### src/rtl/qsys_regrw_pkg.sv
// rtl/qsys_regrw_pkg.sv - shared types and constants for the register R/W arbiter
//
// Purpose: arbiter FSM state encoding, requester port identifiers and the
// default read data returned when a slave transfer is aborted by the watchdog.

package qsys_regrw_pkg;

  typedef enum logic [1:0] {
    IDLE = 2'd0,
    BUSY = 2'd1,
    DONE = 2'd2
  } stateT;

  localparam logic PORT_A = 1'b0;
  localparam logic PORT_B = 1'b1;

  localparam logic [31:0] DEFAULT_TIMEOUT_DATA = 32'hDEADBEEF;

endpackage

### src/rtl/rr_arb2.sv
// rtl/rr_arb2.sv - two-way combinational round-robin grant
//
// Purpose: pick one of two requesters; on a tie the port that did not win
// last time is chosen.
// Ports:
//   req        in  2  request vector, bit 0 = port A, bit 1 = port B
//   lastGrant  in  1  port that completed the previous transfer
//   grant      out 1  winning port (valid only when gntValid)
//   gntValid   out 1  at least one request present

module rr_arb2
  import qsys_regrw_pkg::*;
(
  input  logic [1:0] req,
  input  logic       lastGrant,
  output logic       grant,
  output logic       gntValid
);

  always_comb begin
    gntValid = |req;
    grant    = PORT_A;
    if (req == 2'b11) begin
      grant = ~lastGrant;
    end else if (req[1]) begin
      grant = PORT_B;
    end
  end

endmodule

### src/rtl/qsys_regrw_arbiter.sv
// rtl/qsys_regrw_arbiter.sv - two-port Avalon-MM arbiter in front of one register slave
//
// Purpose: round-robin arbitration between the MCU bridge (port A) and the
// internal sequencer (port B) for a single register slave. The winning command
// is registered onto the master port; the completion (waitrequest low for one
// cycle plus read data) goes back to the owning port only. A watchdog aborts
// a transfer the slave never finishes and raises a sticky error.
// Ports:
//   csi_MCLK_clk        in   1       clock
//   rsi_MRST_reset_n    in   1       synchronous active-low reset
//   avs_PA_*            slave port A (address/read/write/writedata in,
//                                     readdata/waitrequest out)
//   avs_PB_*            slave port B, same signals as port A
//   avm_M_*             master port to the register slave
//   coe_TIMEOUT_err     out  1       sticky watchdog abort flag

module qsys_regrw_arbiter
  import qsys_regrw_pkg::*;
#(
  parameter int                DATA_W       = 32,
  parameter int                ADDR_W       = 4,
  parameter int                TIMEOUT_CYC  = 255,
  parameter logic [DATA_W-1:0] TIMEOUT_DATA = DATA_W'(DEFAULT_TIMEOUT_DATA)
) (
  input  logic              csi_MCLK_clk,
  input  logic              rsi_MRST_reset_n,

  input  logic [ADDR_W-1:0] avs_PA_address,
  input  logic              avs_PA_read,
  input  logic              avs_PA_write,
  input  logic [DATA_W-1:0] avs_PA_writedata,
  output logic [DATA_W-1:0] avs_PA_readdata,
  output logic              avs_PA_waitrequest,

  input  logic [ADDR_W-1:0] avs_PB_address,
  input  logic              avs_PB_read,
  input  logic              avs_PB_write,
  input  logic [DATA_W-1:0] avs_PB_writedata,
  output logic [DATA_W-1:0] avs_PB_readdata,
  output logic              avs_PB_waitrequest,

  output logic [ADDR_W-1:0] avm_M_address,
  output logic              avm_M_read,
  output logic              avm_M_write,
  output logic [DATA_W-1:0] avm_M_writedata,
  input  logic [DATA_W-1:0] avm_M_readdata,
  input  logic              avm_M_waitrequest,

  output logic              coe_TIMEOUT_err
);

  // Counter only has to reach TIMEOUT_CYC-1.
  localparam int CNT_W = (TIMEOUT_CYC > 1) ? $clog2(TIMEOUT_CYC) : 1;
  localparam logic [CNT_W-1:0] TO_LAST =
    (TIMEOUT_CYC == 0) ? '0 : CNT_W'(TIMEOUT_CYC - 1);

  stateT             state;
  stateT             nextState;
  logic              owner;
  logic              lastGrant;
  logic              grant;
  logic              gntValid;
  logic              reqA;
  logic              reqB;
  logic              loadCmd;
  logic              finishCmd;
  logic              abortCmd;
  logic              timeoutHit;
  logic [CNT_W-1:0]  toCount;
  logic [DATA_W-1:0] captureData;

  assign reqA = avs_PA_read | avs_PA_write;
  assign reqB = avs_PB_read | avs_PB_write;

  // Only the owner is released, and only in DONE; reset stalls everyone.
  assign avs_PA_waitrequest = !rsi_MRST_reset_n ||
                              (reqA && !(state == DONE && owner == PORT_A));
  assign avs_PB_waitrequest = !rsi_MRST_reset_n ||
                              (reqB && !(state == DONE && owner == PORT_B));

  assign timeoutHit  = (TIMEOUT_CYC != 0) && (toCount == TO_LAST);
  assign captureData = abortCmd ? TIMEOUT_DATA : avm_M_readdata;

  rr_arb2 uArb (
    .req      ({reqB, reqA}),
    .lastGrant(lastGrant),
    .grant    (grant),
    .gntValid (gntValid)
  );

  always_comb begin
    nextState = state;
    loadCmd   = 1'b0;
    finishCmd = 1'b0;
    abortCmd  = 1'b0;
    case (state)
      IDLE: begin
        if (gntValid) begin
          loadCmd   = 1'b1;
          nextState = BUSY;
        end
      end
      BUSY: begin
        if (!avm_M_waitrequest) begin
          finishCmd = 1'b1;
          nextState = DONE;
        end else if (timeoutHit) begin
          abortCmd  = 1'b1;
          nextState = DONE;
        end
      end
      DONE:    nextState = IDLE;
      default: nextState = IDLE;
    endcase
  end

  always_ff @(posedge csi_MCLK_clk) begin
    if (!rsi_MRST_reset_n) begin
      state           <= IDLE;
      owner           <= PORT_A;
      lastGrant       <= PORT_B;
      avm_M_read      <= 1'b0;
      avm_M_write     <= 1'b0;
      avm_M_address   <= '0;
      avm_M_writedata <= '0;
      toCount         <= '0;
      coe_TIMEOUT_err <= 1'b0;
      avs_PA_readdata <= '0;
      avs_PB_readdata <= '0;
    end else begin
      state <= nextState;

      // read&write together is a write, so read is only the non-write case.
      if (loadCmd) begin
        owner   <= grant;
        toCount <= '0;
        if (grant == PORT_B) begin
          avm_M_address   <= avs_PB_address;
          avm_M_writedata <= avs_PB_writedata;
          avm_M_write     <= avs_PB_write;
          avm_M_read      <= !avs_PB_write;
        end else begin
          avm_M_address   <= avs_PA_address;
          avm_M_writedata <= avs_PA_writedata;
          avm_M_write     <= avs_PA_write;
          avm_M_read      <= !avs_PA_write;
        end
      end

      // Result lands directly in the owner's readdata so it is valid in DONE
      // and held until that port's next completion.
      if (finishCmd || abortCmd) begin
        avm_M_read  <= 1'b0;
        avm_M_write <= 1'b0;
        if (owner == PORT_B) begin
          avs_PB_readdata <= captureData;
        end else begin
          avs_PA_readdata <= captureData;
        end
      end

      if (abortCmd) begin
        coe_TIMEOUT_err <= 1'b1;
      end

      if (state == BUSY && avm_M_waitrequest && !timeoutHit) begin
        toCount <= toCount + CNT_W'(1);
      end

      if (state == DONE) begin
        lastGrant <= owner;
        toCount   <= '0;
      end
    end
  end

endmodule
### config.mk
export PLATFORM = sky130hd
export DESIGN_NAME = qsys_regrw_arbiter
export DESIGN_NICKNAME = d
export VERILOG_FILES = /design/src/rtl/qsys_regrw_pkg.sv /design/src/rtl/rr_arb2.sv /design/src/rtl/qsys_regrw_arbiter.sv
export SDC_FILE = /design/constraint.sdc
export NUM_CORES = 1
export LEC_CHECK = 0
export ABC_AREA = 1
export CAP_MARGIN = 25
export CORE_MARGIN = 8
export CORE_UTILIZATION = 45
export CTS_BUF_LIST = sky130_fd_sc_hd__clkbuf_8
export DETAILED_ROUTE_END_ITERATION = 16
export PLACE_DENSITY = 0.9
export RECOVER_POWER = 50
export SLEW_MARGIN = 10
export SYNTH_ARGS = -nofsm -noshare
export SYNTH_HDL_FRONTEND = slang
export SYNTH_SLANG_ARGS = --single-unit
### constraint.sdc
create_clock -name csi_MCLK_clk -period 1.6 [get_ports csi_MCLK_clk]
set_input_delay 0.24 -clock csi_MCLK_clk [delete_from_list [all_inputs] [get_ports csi_MCLK_clk]]
set_output_delay 0.24 -clock csi_MCLK_clk [all_outputs]
set_load 0.05 [all_outputs]
* Word-level counts from Yosys, hierarchy flattened
Cells that the tools add are included.
Cells by class: add/sub/neg operators 1, mux-type cells 20, equality and inequality tests 6, reductions and logical operators 23, bitwise gates (word level) 5
Operator list (count):
- $mux 32 | 2
- $mux 8 | 2
- $mux 1 | 11
- $add 8x1->8 const B | 1
- $eq 8x8->1 const B | 1
- $logic_and 1x1->1 | 6
- $logic_not 1->1 | 6
- $mux 2 | 3
- $reduce_and 2->1 | 3
- $reduce_or 2->1 | 3
- $eq 2x2->1 const B | 2
- $mux 4 | 1
- $pmux 2 s2 | 1
- $logic_or 1x1->1 | 3
- $ne 3x3->1 const B | 1
- $not 1->1 | 3
- $eq 2x1->1 const B | 1
- $logic_not 2->1 | 1
- $ne 2x2->1 const B | 1
- $or 1x1->1 | 2
- $reduce_bool 2->1 | 1
Word-level totals: flip-flop bits (word level) 115, input bits 111, output and inout bits 105, word-level logic and storage cells 66

* Depth between registers and ports, before layout
Gate-level depths: netlist of run 1.
depth in word-level cells 6, gate-level depth with buffers 10, depth with buffers taken out 10

* Cells and area by module
Synthesis of run 1 repeated with hierarchy kept, for this count alone.
Unflattened totals: cell total of the unflattened synthesis 715, area, all modules 5362.6 um^2
Modules (own cells, without submodules):
- qsys_regrw_arbiter | times used 1, seq. area each 2302.2 um^2, cells an instance 712, area each 5347.6 um^2
- rr_arb2 | times used 1, seq. area each 0.0 um^2, cells an instance 3, area each 15.0 um^2

* Worst setup path before layout of run 1
OpenSTA, ideal clock, no wires.
path kind reg-to-output, start point reg owner, end point out avs_PA_waitrequest, required time 1.360 ns, stages on the path, launching flop included 5, slack 0.145 ns, arrival time 1.215 ns, path buffers 2, path through dfxtp_1 -> buf_2 -> clkbuf_1 -> o21ai_0 -> nand2_1
On the way: word-level cells in the longest chain between the ends 5
RTL lines:
- from (decl) | line qsys_regrw_arbiter.sv:59 | logic owner;
- from (signal assigned) | line qsys_regrw_arbiter.sv:135 | owner <= grant;
- $not 1->1 (no line)
- $logic_and 1x1->1 | line qsys_regrw_arbiter.sv:77 | (reqA && !(state == DONE && owner == PORT_A));
- $logic_not 1->1 | line qsys_regrw_arbiter.sv:77
- $logic_and 1x1->1 | line qsys_regrw_arbiter.sv:77
- $logic_or 1x1->1 | line qsys_regrw_arbiter.sv:76 | assign avs_PA_waitrequest = !rsi_MRST_reset_n ||
- to (decl) | line qsys_regrw_arbiter.sv:33 | output logic avs_PA_waitrequest,
No other way between the ends.

* Worst setup path after layout of run 1
start point reg state[0], end point out avs_PA_waitrequest
On the way: word-level cells in the longest chain between the ends 5
RTL lines:
- from (decl) | line qsys_regrw_arbiter.sv:57 | stateT state;
- from (signal assigned) | line qsys_regrw_arbiter.sv:131 | state <= nextState;
- $eq 2x2->1 | line qsys_regrw_arbiter.sv:77
- $logic_and 1x1->1 | line qsys_regrw_arbiter.sv:77
- $logic_not 1->1 | line qsys_regrw_arbiter.sv:77
- $logic_and 1x1->1 | line qsys_regrw_arbiter.sv:77
- $logic_or 1x1->1 | line qsys_regrw_arbiter.sv:76
No other way between the ends.

==> results of run 1 <==
-- cell type report --
cell class / instances / area, um^2
inverters: 128 / 484
clock inverters: 9 / 43.8
well taps: 168 / 210
clock buffers: 20 / 275
flip-flops and latches: 115 / 2310
fillers: 1025 / 3980
repair buffers: 243 / 2290
multi-input cells: 497 / 2480
-- worst min path at each step --
stage	to	slack, ns	cells past startpoint	start
after floorplan	avs_PA_readdata[14]	0.41	2	avm_M_readdata[14]
after global placement	avs_PB_readdata[26]	0.45	2	avs_PB_readdata[26]
after detailed placement	avs_PA_readdata[0]	0.45	2	avs_PA_readdata[0]
after CTS	owner	0.15	3	rsi_MRST_reset_n
after global routing	owner	0.16	3	rsi_MRST_reset_n
final	owner	0.17	3	rsi_MRST_reset_n
-- per-stage QoR --
stage          util, %  cell area (um^2)
4_1_cts           66.9              8070
3_3_place_gp      64.2              7740
5_1_grt           67.0              8090
6_report          67.0              8090
2_1_floorplan        -              5580
3_5_place_dp      64.2              7740
-- power groups by stage --
stage               Combinational, W  Sequential [W]  Clock, W
floorplan                   0.000868         0.00393         0
global placement             0.00242         0.00324         0
detailed placement           0.00244         0.00325         0
CTS                          0.00245         0.00319   0.00231
global route                 0.00264         0.00321   0.00245
finish                       0.00245         0.00319   0.00225
-- cells in the mapped netlist --
master,n,area (um^2)
a21oi_1,26,130
a21oi_2,49,429
buf_1,11,41.3
buf_2,15,75.1
buf_4,9,67.6
buf_6,10,113
clkbuf_1,9,33.8
clkinv_2,1,5.00
dfxtp_1,115,2300
ha_1,2,25.0
inv_1,124,465
inv_2,3,11.3
nand2_1,204,766
nand2_2,3,18.8
nand2_4,1,11.3
nand3_1,42,210
nand3_4,2,35.0
nand4_1,64,400
nor2_1,88,330
nor2_4,3,33.8
nor3_1,1,5.00
o21ai_0,8,40.0
o21ai_1,1,5.00
o21bai_1,1,7.51
or2_1,1,6.26
xor2_1,1,8.76
-- sequential cells by signal (all words and copies together) (netlist names), 2 cells and up --
signal and count:
avm_M_writedata 32, avs_PA_readdata 32, toCount 8, avs_PB_readdata 32
state 2, avm_M_address 4
-- cell families after synthesis --
logic type,count (synthesis)
fa+ha+maj,2
simple gates,409
flops,115
xor+xnor,1
compound gates,85
buf+inv,182
-- metal layers --
| metal | track usage (%) | wire [um] |
|---|---|---|
| met1 | 23.4 | 6770 |
| met2 | 34.2 | 8100 |
| met3 | 11.0 | 2120 |
| met4 | 5.11 | 109 |
| met5 | 0 | 0 |
-- worst max-delay path: cells and delay by family, from the launching register on --
kind / cells / cell delay, ns
flops: 1 / 0.31
buf+inv: 2 / 0.24
simple gates: 2 / 0.21
compound gates: 1 / 0.14
-- what timing repair did --
item | in CTS | in global routing
setup buffers | 0 | 1
endpoints found under the setup margin | 1 | 2
endpoints found under the hold margin | 0 | 0
gates resized for setup | 6 | 3
cloned | 0 | 0
==> impl_metrics.tcl, run 1 <==
set metrics [dict create \
    status "finished clean" \
    fmax_mhz 644 \
    holdCritPathClass "input pin to flip-flop" \
    core_area_um2 12100 \
    area_delta_synth_final_pct 45.0 \
    syn_area_um2 5580 \
    switchingPower_w 0.00279 \
    grt_max_degree 65 \
    yosysWarningCount 0 \
    setup_viol 0 \
    worst_setup_path_start_kind "flip-flop" \
    avgSynthCellArea_um2 7.02 \
    vias 5691 \
    grt_pass1_wl_um 27600 \
    clockBufferDepth 2 \
    path_cells "inv_1 -> nand2_2 -> o21ai_2 -> nand2_1 -> buf_12" \
    place_congestion 0.828 \
    synth_compound_area_share_pct 11.0 \
    hold-worst-slack_ns 0.174 \
    pre_cts_ws_ns -0.0941 \
    power_w 0.00789 \
    finalCriticalPeriod_ns 1.55 \
    final_antenna_net_count 0 \
    num-nets-final 1115 \
    routed_wl_um 17100 \
    drive_gt1_share_pct 22.5 \
    netlist_instances 794 \
    die_h_um 127 \
    drv_slew 0 \
    fin_tns_setup_ns 0 \
    mostFrequentLayoutCells "nand2_1 (203), inv_1 (125), buf_4 (117)" \
    max_stage_delay_ns 0.31 \
    final_hold_viol_count 0 \
    clk_latency_ns 0.42 \
    numPlacedInstances 1150 \
    antenna_found_initial 0 \
    start_util_pct 46.2 \
    critPathCapture "avs_PA_waitrequest" \
    vdd_drop_max_v 0.000479 \
    ys_seq_area_share_pct 41.3 \
    worst_slack_ns 0.0461 \
    critPathKind "flip-flop to primary output" \
    grt_pass1_vias 5595 \
    synth_mux_area_share_pct 0 \
    viasPerCell 4.82 \
    synth_top_family_by_area "simple AND/OR/NAND/NOR gates" \
    r2r_cells 8 \
    yosys.area_share.simple_pct 32.6 \
    io_pins 216 \
    cts_max_level 4 \
    cts-buffers-inserted 17 \
    pwr_density_cell_nw_per_um2 976 \
    rsz0062_at_grt "true" \
    sw_frac_of_total_pct 35.4 \
    rows 40 \
    relSlewSlack_pct 81.4 \
    ctsHoldBuffers 0 \
    p_seq_share_pct 40.4 \
    overflow 0 \
    clkPwrFrac_pct 28.5 \
    synth_seq_cells 115 \
    r2r_end "avs_PA_readdata[28]" \
    first_pass_iters 4 \
    max_cap_viol_count 0 \
    wire_per_inst_um 14.5 \
    tightest_slew_ns 0.279 \
    period_share_pct 97.1 \
    drt_iter0_markers 393 \
    diodes 0 \
    crit_slowest_cell "dfxtp_1" \
    crit_required_ns 1.36 \
    endpoint_kind "primary output" \
    cts.sinks 115 \
    r2r-start "toCount[1]" \
    yosysUniqueCellTypes 26 \
    cell_internal_pwr_w 0.00510 \
    clockRootBuffer "clkbuf_8" \
    path_clk_slew_ns 0.06 \
    tritoncts "yes" \
    reg2reg_slack_ns 0.13 \
    crit_path_max_fanout 5 \
    synth_xor_area_share_pct 0.157 \
    drc 0 \
    cellLeakagePower_nw 3.80 \
    grt_use_total_pct 20.9 \
    dp_hpwl_um 12700 \
    fin_cells 1180 \
    die_w_um 127 \
    synth-adder-area-share_pct 0.449 \
    final_common_cell "nand2_1" \
    crit_start "state[0]" \
    arrival_ns 1.31 \
    dieArea_um2 16200 \
    pwr-share-comb_pct 31.1 \
    io_buffers 215 \
    mappedNetlistNets 907 \
    clock_skew_ns 0.00959 \
]
Note: power is estimated with default switching activity, not from simulation.
==> run 2, diff against run 1 <==
ABC_AREA = unset   (was 1)
CELL_PAD_IN_SITES_DETAIL_PLACEMENT = 2   (was unset)
CELL_PAD_IN_SITES_GLOBAL_PLACEMENT = 2   (was unset)
CORE_UTILIZATION = 25   (was 45)
PLACE_DENSITY = 0.91   (was 0.9)
==> run 2 against run 1 <==
Compared with the run above:
- the flow now finishes with violations (negative setup slack)
- non-clock buffer count is 30 higher
- synthesized cell count shrank 44%
- power grew 3.5%
- setup slack got worse by 0.085 ns
- global-route usage fell by 3.9 points
- utilization fell by 24 points
- clock skew is essentially flat
- critical path type is now flip-flop to flip-flop
==> impl_metrics.tcl, run 2 <==
set metrics [dict create \
    synth.most_common_cell "dfxtp_1" \
    routed_wl_um 21200 \
    grt_pass1_vias 5285 \
    drt_iter0_markers 151 \
    regArea_um2 2310 \
    crit_slowest_cell "dfxtp_1" \
    crit_path_max_fanout 6 \
    reg2reg_slack_ns -0.04 \
    num-nets-final 811 \
    worst_setup_path_start_kind "flip-flop" \
    setup_viol 16 \
    sw_frac_of_total_pct 34.4 \
    yosysWarningCount 0 \
    post-route-cell-area_um2 7830 \
    synth_edf_count 0 \
    viasPerCell 4.98 \
    synth_top_family_by_area "compound AO/OA/AOI/OAI gates" \
    grt_pass1_wl_um 30400 \
    drc 0 \
    crit_buf_inv 2 \
    switchingPower_w 0.00281 \
    cell_internal_pwr_w 0.00536 \
    r2r_end "avs_PA_readdata[9]" \
    tightest_slew_ns 0.459 \
    relSlewSlack_pct 69.3 \
    worst_slack_ns -0.0386 \
    area_delta_synth_final_pct 70.2 \
    status "finished with violations" \
    rows 49 \
    clockBufferDepth 2 \
    io_buffers 215 \
    die_h_um 152 \
    synthArstFlopShare_pct 0 \
    yosys.area.top_type "dfxtp_1" \
    clock_skew_ns 0.00996 \
    max_cap_viol_count 0 \
    violations "negative setup slack" \
    netlist_instances 443 \
    pwr_density_cell_nw_per_um2 1040 \
    fmax_mhz 610 \
    cellLeakagePower_nw 3.40 \
    clk_latency_ns 0.43 \
    fin_tns_setup_ns -0.208 \
    synth_mux_area_share_pct 8.32 \
    pre_cts_ws_ns -0.427 \
    overflow 0 \
    crit_start "toCount[6]" \
    max_stage_delay_ns 0.50 \
    pwr-share-comb_pct 26.7 \
    cts-buffers-inserted 17 \
    multiInputGateArea_um2 2230 \
    endpoint_kind "flip-flop" \
    drive_gt1_share_pct 32.9 \
    start_util_pct 25.5 \
    synth_seq_cells 115 \
    grt_use_total_pct 16.9 \
    path_clk_slew_ns 0.08 \
    synth_xor_area_share_pct 0.190 \
    synthFlopType "dfxtp_1" \
    mappedNetlistNets 556 \
    first_pass_iters 4 \
    yosysUniqueCellTypes 47 \
    drv_slew 0 \
    vdd_drop_max_v 0.000467 \
    synth.area.top_cells "dfxtp_1 (50%), o221a_1 (8.8%), mux2i_1 (7.8%), a21oi_1 (6.3%), o21ai_0 (6.2%)" \
    cp.depth 6 \
    rsz0062_at_grt "true" \
    tritoncts "yes" \
    dpl-instance-area_um2 7010 \
    synth_compound_area_share_pct 27.4 \
    holdCritPathClass "input pin to flip-flop" \
    holdCritStartpoint "rsi_MRST_reset_n" \
    antenna_found_initial 0 \
    finalCriticalPeriod_ns 1.64 \
    final_common_cell "buf_4" \
    arrival_ns 2.01 \
    core_area_um2 18000 \
    final_antenna_net_count 0 \
    p_seq_share_pct 39.1 \
    r2r-start "toCount[6]" \
    dieArea_um2 23000 \
    place_congestion 0.802 \
    io_pins 216 \
    mostFrequentLayoutCells "buf_4 (143), dfxtp_1 (111), clkdlybuf4s50_1 (109)" \
    crit_required_ns 1.97 \
    final_hold_viol_count 0 \
    nFillCells 1874 \
    critPathKind "flip-flop to flip-flop" \
    avgSynthCellArea_um2 10.4 \
    dp_hpwl_um 14900 \
    critPathCapture "avs_PA_readdata[9]" \
    clockRootBuffer "clkbuf_8" \
    reg_top3 "avm_M_writedata: 32 flops, avs_PA_readdata: 32 flops, avs_PB_readdata: 32 flops" \
    clkPwrFrac_pct 34.2 \
    grt_max_degree 70 \
    r2r_cells 6 \
    cts_max_level 4 \
    die_w_um 152 \
    synth_common_cells "dfxtp_1 (115), a21oi_1 (58), o21ai_0 (57), mux2i_1 (36), o221a_1 (36)" \
    power_w 0.00817 \
    wire_per_inst_um 22.6 \
    cts.sinks 115 \
    period_share_pct 102 \
    synth_top_area_share_pct 50.0 \
    yosys.area_share.simple_pct 8.13 \
    ys_seq_area_share_pct 50.0 \
    diodes 0 \
    synth-adder-area-share_pct 0.544 \
    syn_area_um2 4600 \
    path_cells "and3_4 -> a21boi_4 -> buf_12 -> nor2_8 -> clkbuf_16 -> o221a_1" \
    vias 4682 \
    cpLargestDelayFamily "flip-flops" \
]
## run 2: routing by layer
metal  vias up  GRT usage [%]  share of wire [%]
met2       164           30.7                 53
met3        25           5.35                6.8
met1      2313           18.1                 38
met4         0           6.03                1.8
met5         -              0                  0
li1       2180              -                  -
## run 2: cell type report
cell class	instances	share of cell area [%]
well taps	229	3.66
flip-flops and latches	115	29.5
repair buffers	273	33.0
clock inverters	15	2.19
multi-input cells	287	28.5
clock buffers	17	2.99
inverters	4	0.192
## run 2: worst min path at each step
stage	end	depth (start not counted)
after floorplan	avs_PA_readdata[14]	2
after global placement	coe_TIMEOUT_err	2
after detailed placement	coe_TIMEOUT_err	2
after CTS	avs_PB_readdata[5]	2
after global routing	avs_PB_readdata[5]	2
final	avs_PB_readdata[5]	2
## run 2: cells by family after synthesis
| logic type | after synthesis |
|---|---|
| flip-flops | 115 |
| XOR/XNOR | 1 |
| multiplexers | 38 |
| AND/OR/NAND/NOR | 68 |
| adder cells (fa/ha/maj) | 2 |
| buffers and inverters | 41 |
| AO/OA/AOI/OAI | 178 |
## run 2: per-stage QoR
stage          utilization [%]  std cells  hold slack [ns]
2_1_floorplan                -        443            0.376
3_3_place_gp              38.9        891            0.438
3_5_place_dp              38.9        891            0.448
4_1_cts                   41.7        925            0.192
5_1_grt                   43.4        940            0.197
6_report                  43.4        940            0.227
## run 2: what timing repair did
item                                    CTS  global route
endpoints found under the setup margin   61            69
resized for setup                        20            14
pin swaps                                 2             7
endpoints found under the hold margin     0             0
buffers inserted                          2             7
hold buffers                              0             0
cloned                                    0             8
## run 2: worst register-to-register path, delay by kind of cell (launching register included)
kind,cells,cell delay (ns)
compound gates,2,0.26
buf+inv,2,0.35
flops,1,0.50
simple gates,2,0.46
## run 2: power groups by stage
| stage | combinational (W) | sequential, W | clock, W |
|---|---|---|---|
| final | 0.00218 | 0.00319 | 0.00280 |
| after CTS | 0.00210 | 0.00319 | 0.00289 |
| after floorplan | 0.000511 | 0.00387 | 0 |
| after global routing | 0.00229 | 0.00321 | 0.00302 |
| after global placement | 0.00198 | 0.00323 | 0 |
| after detailed placement | 0.00207 | 0.00325 | 0 |
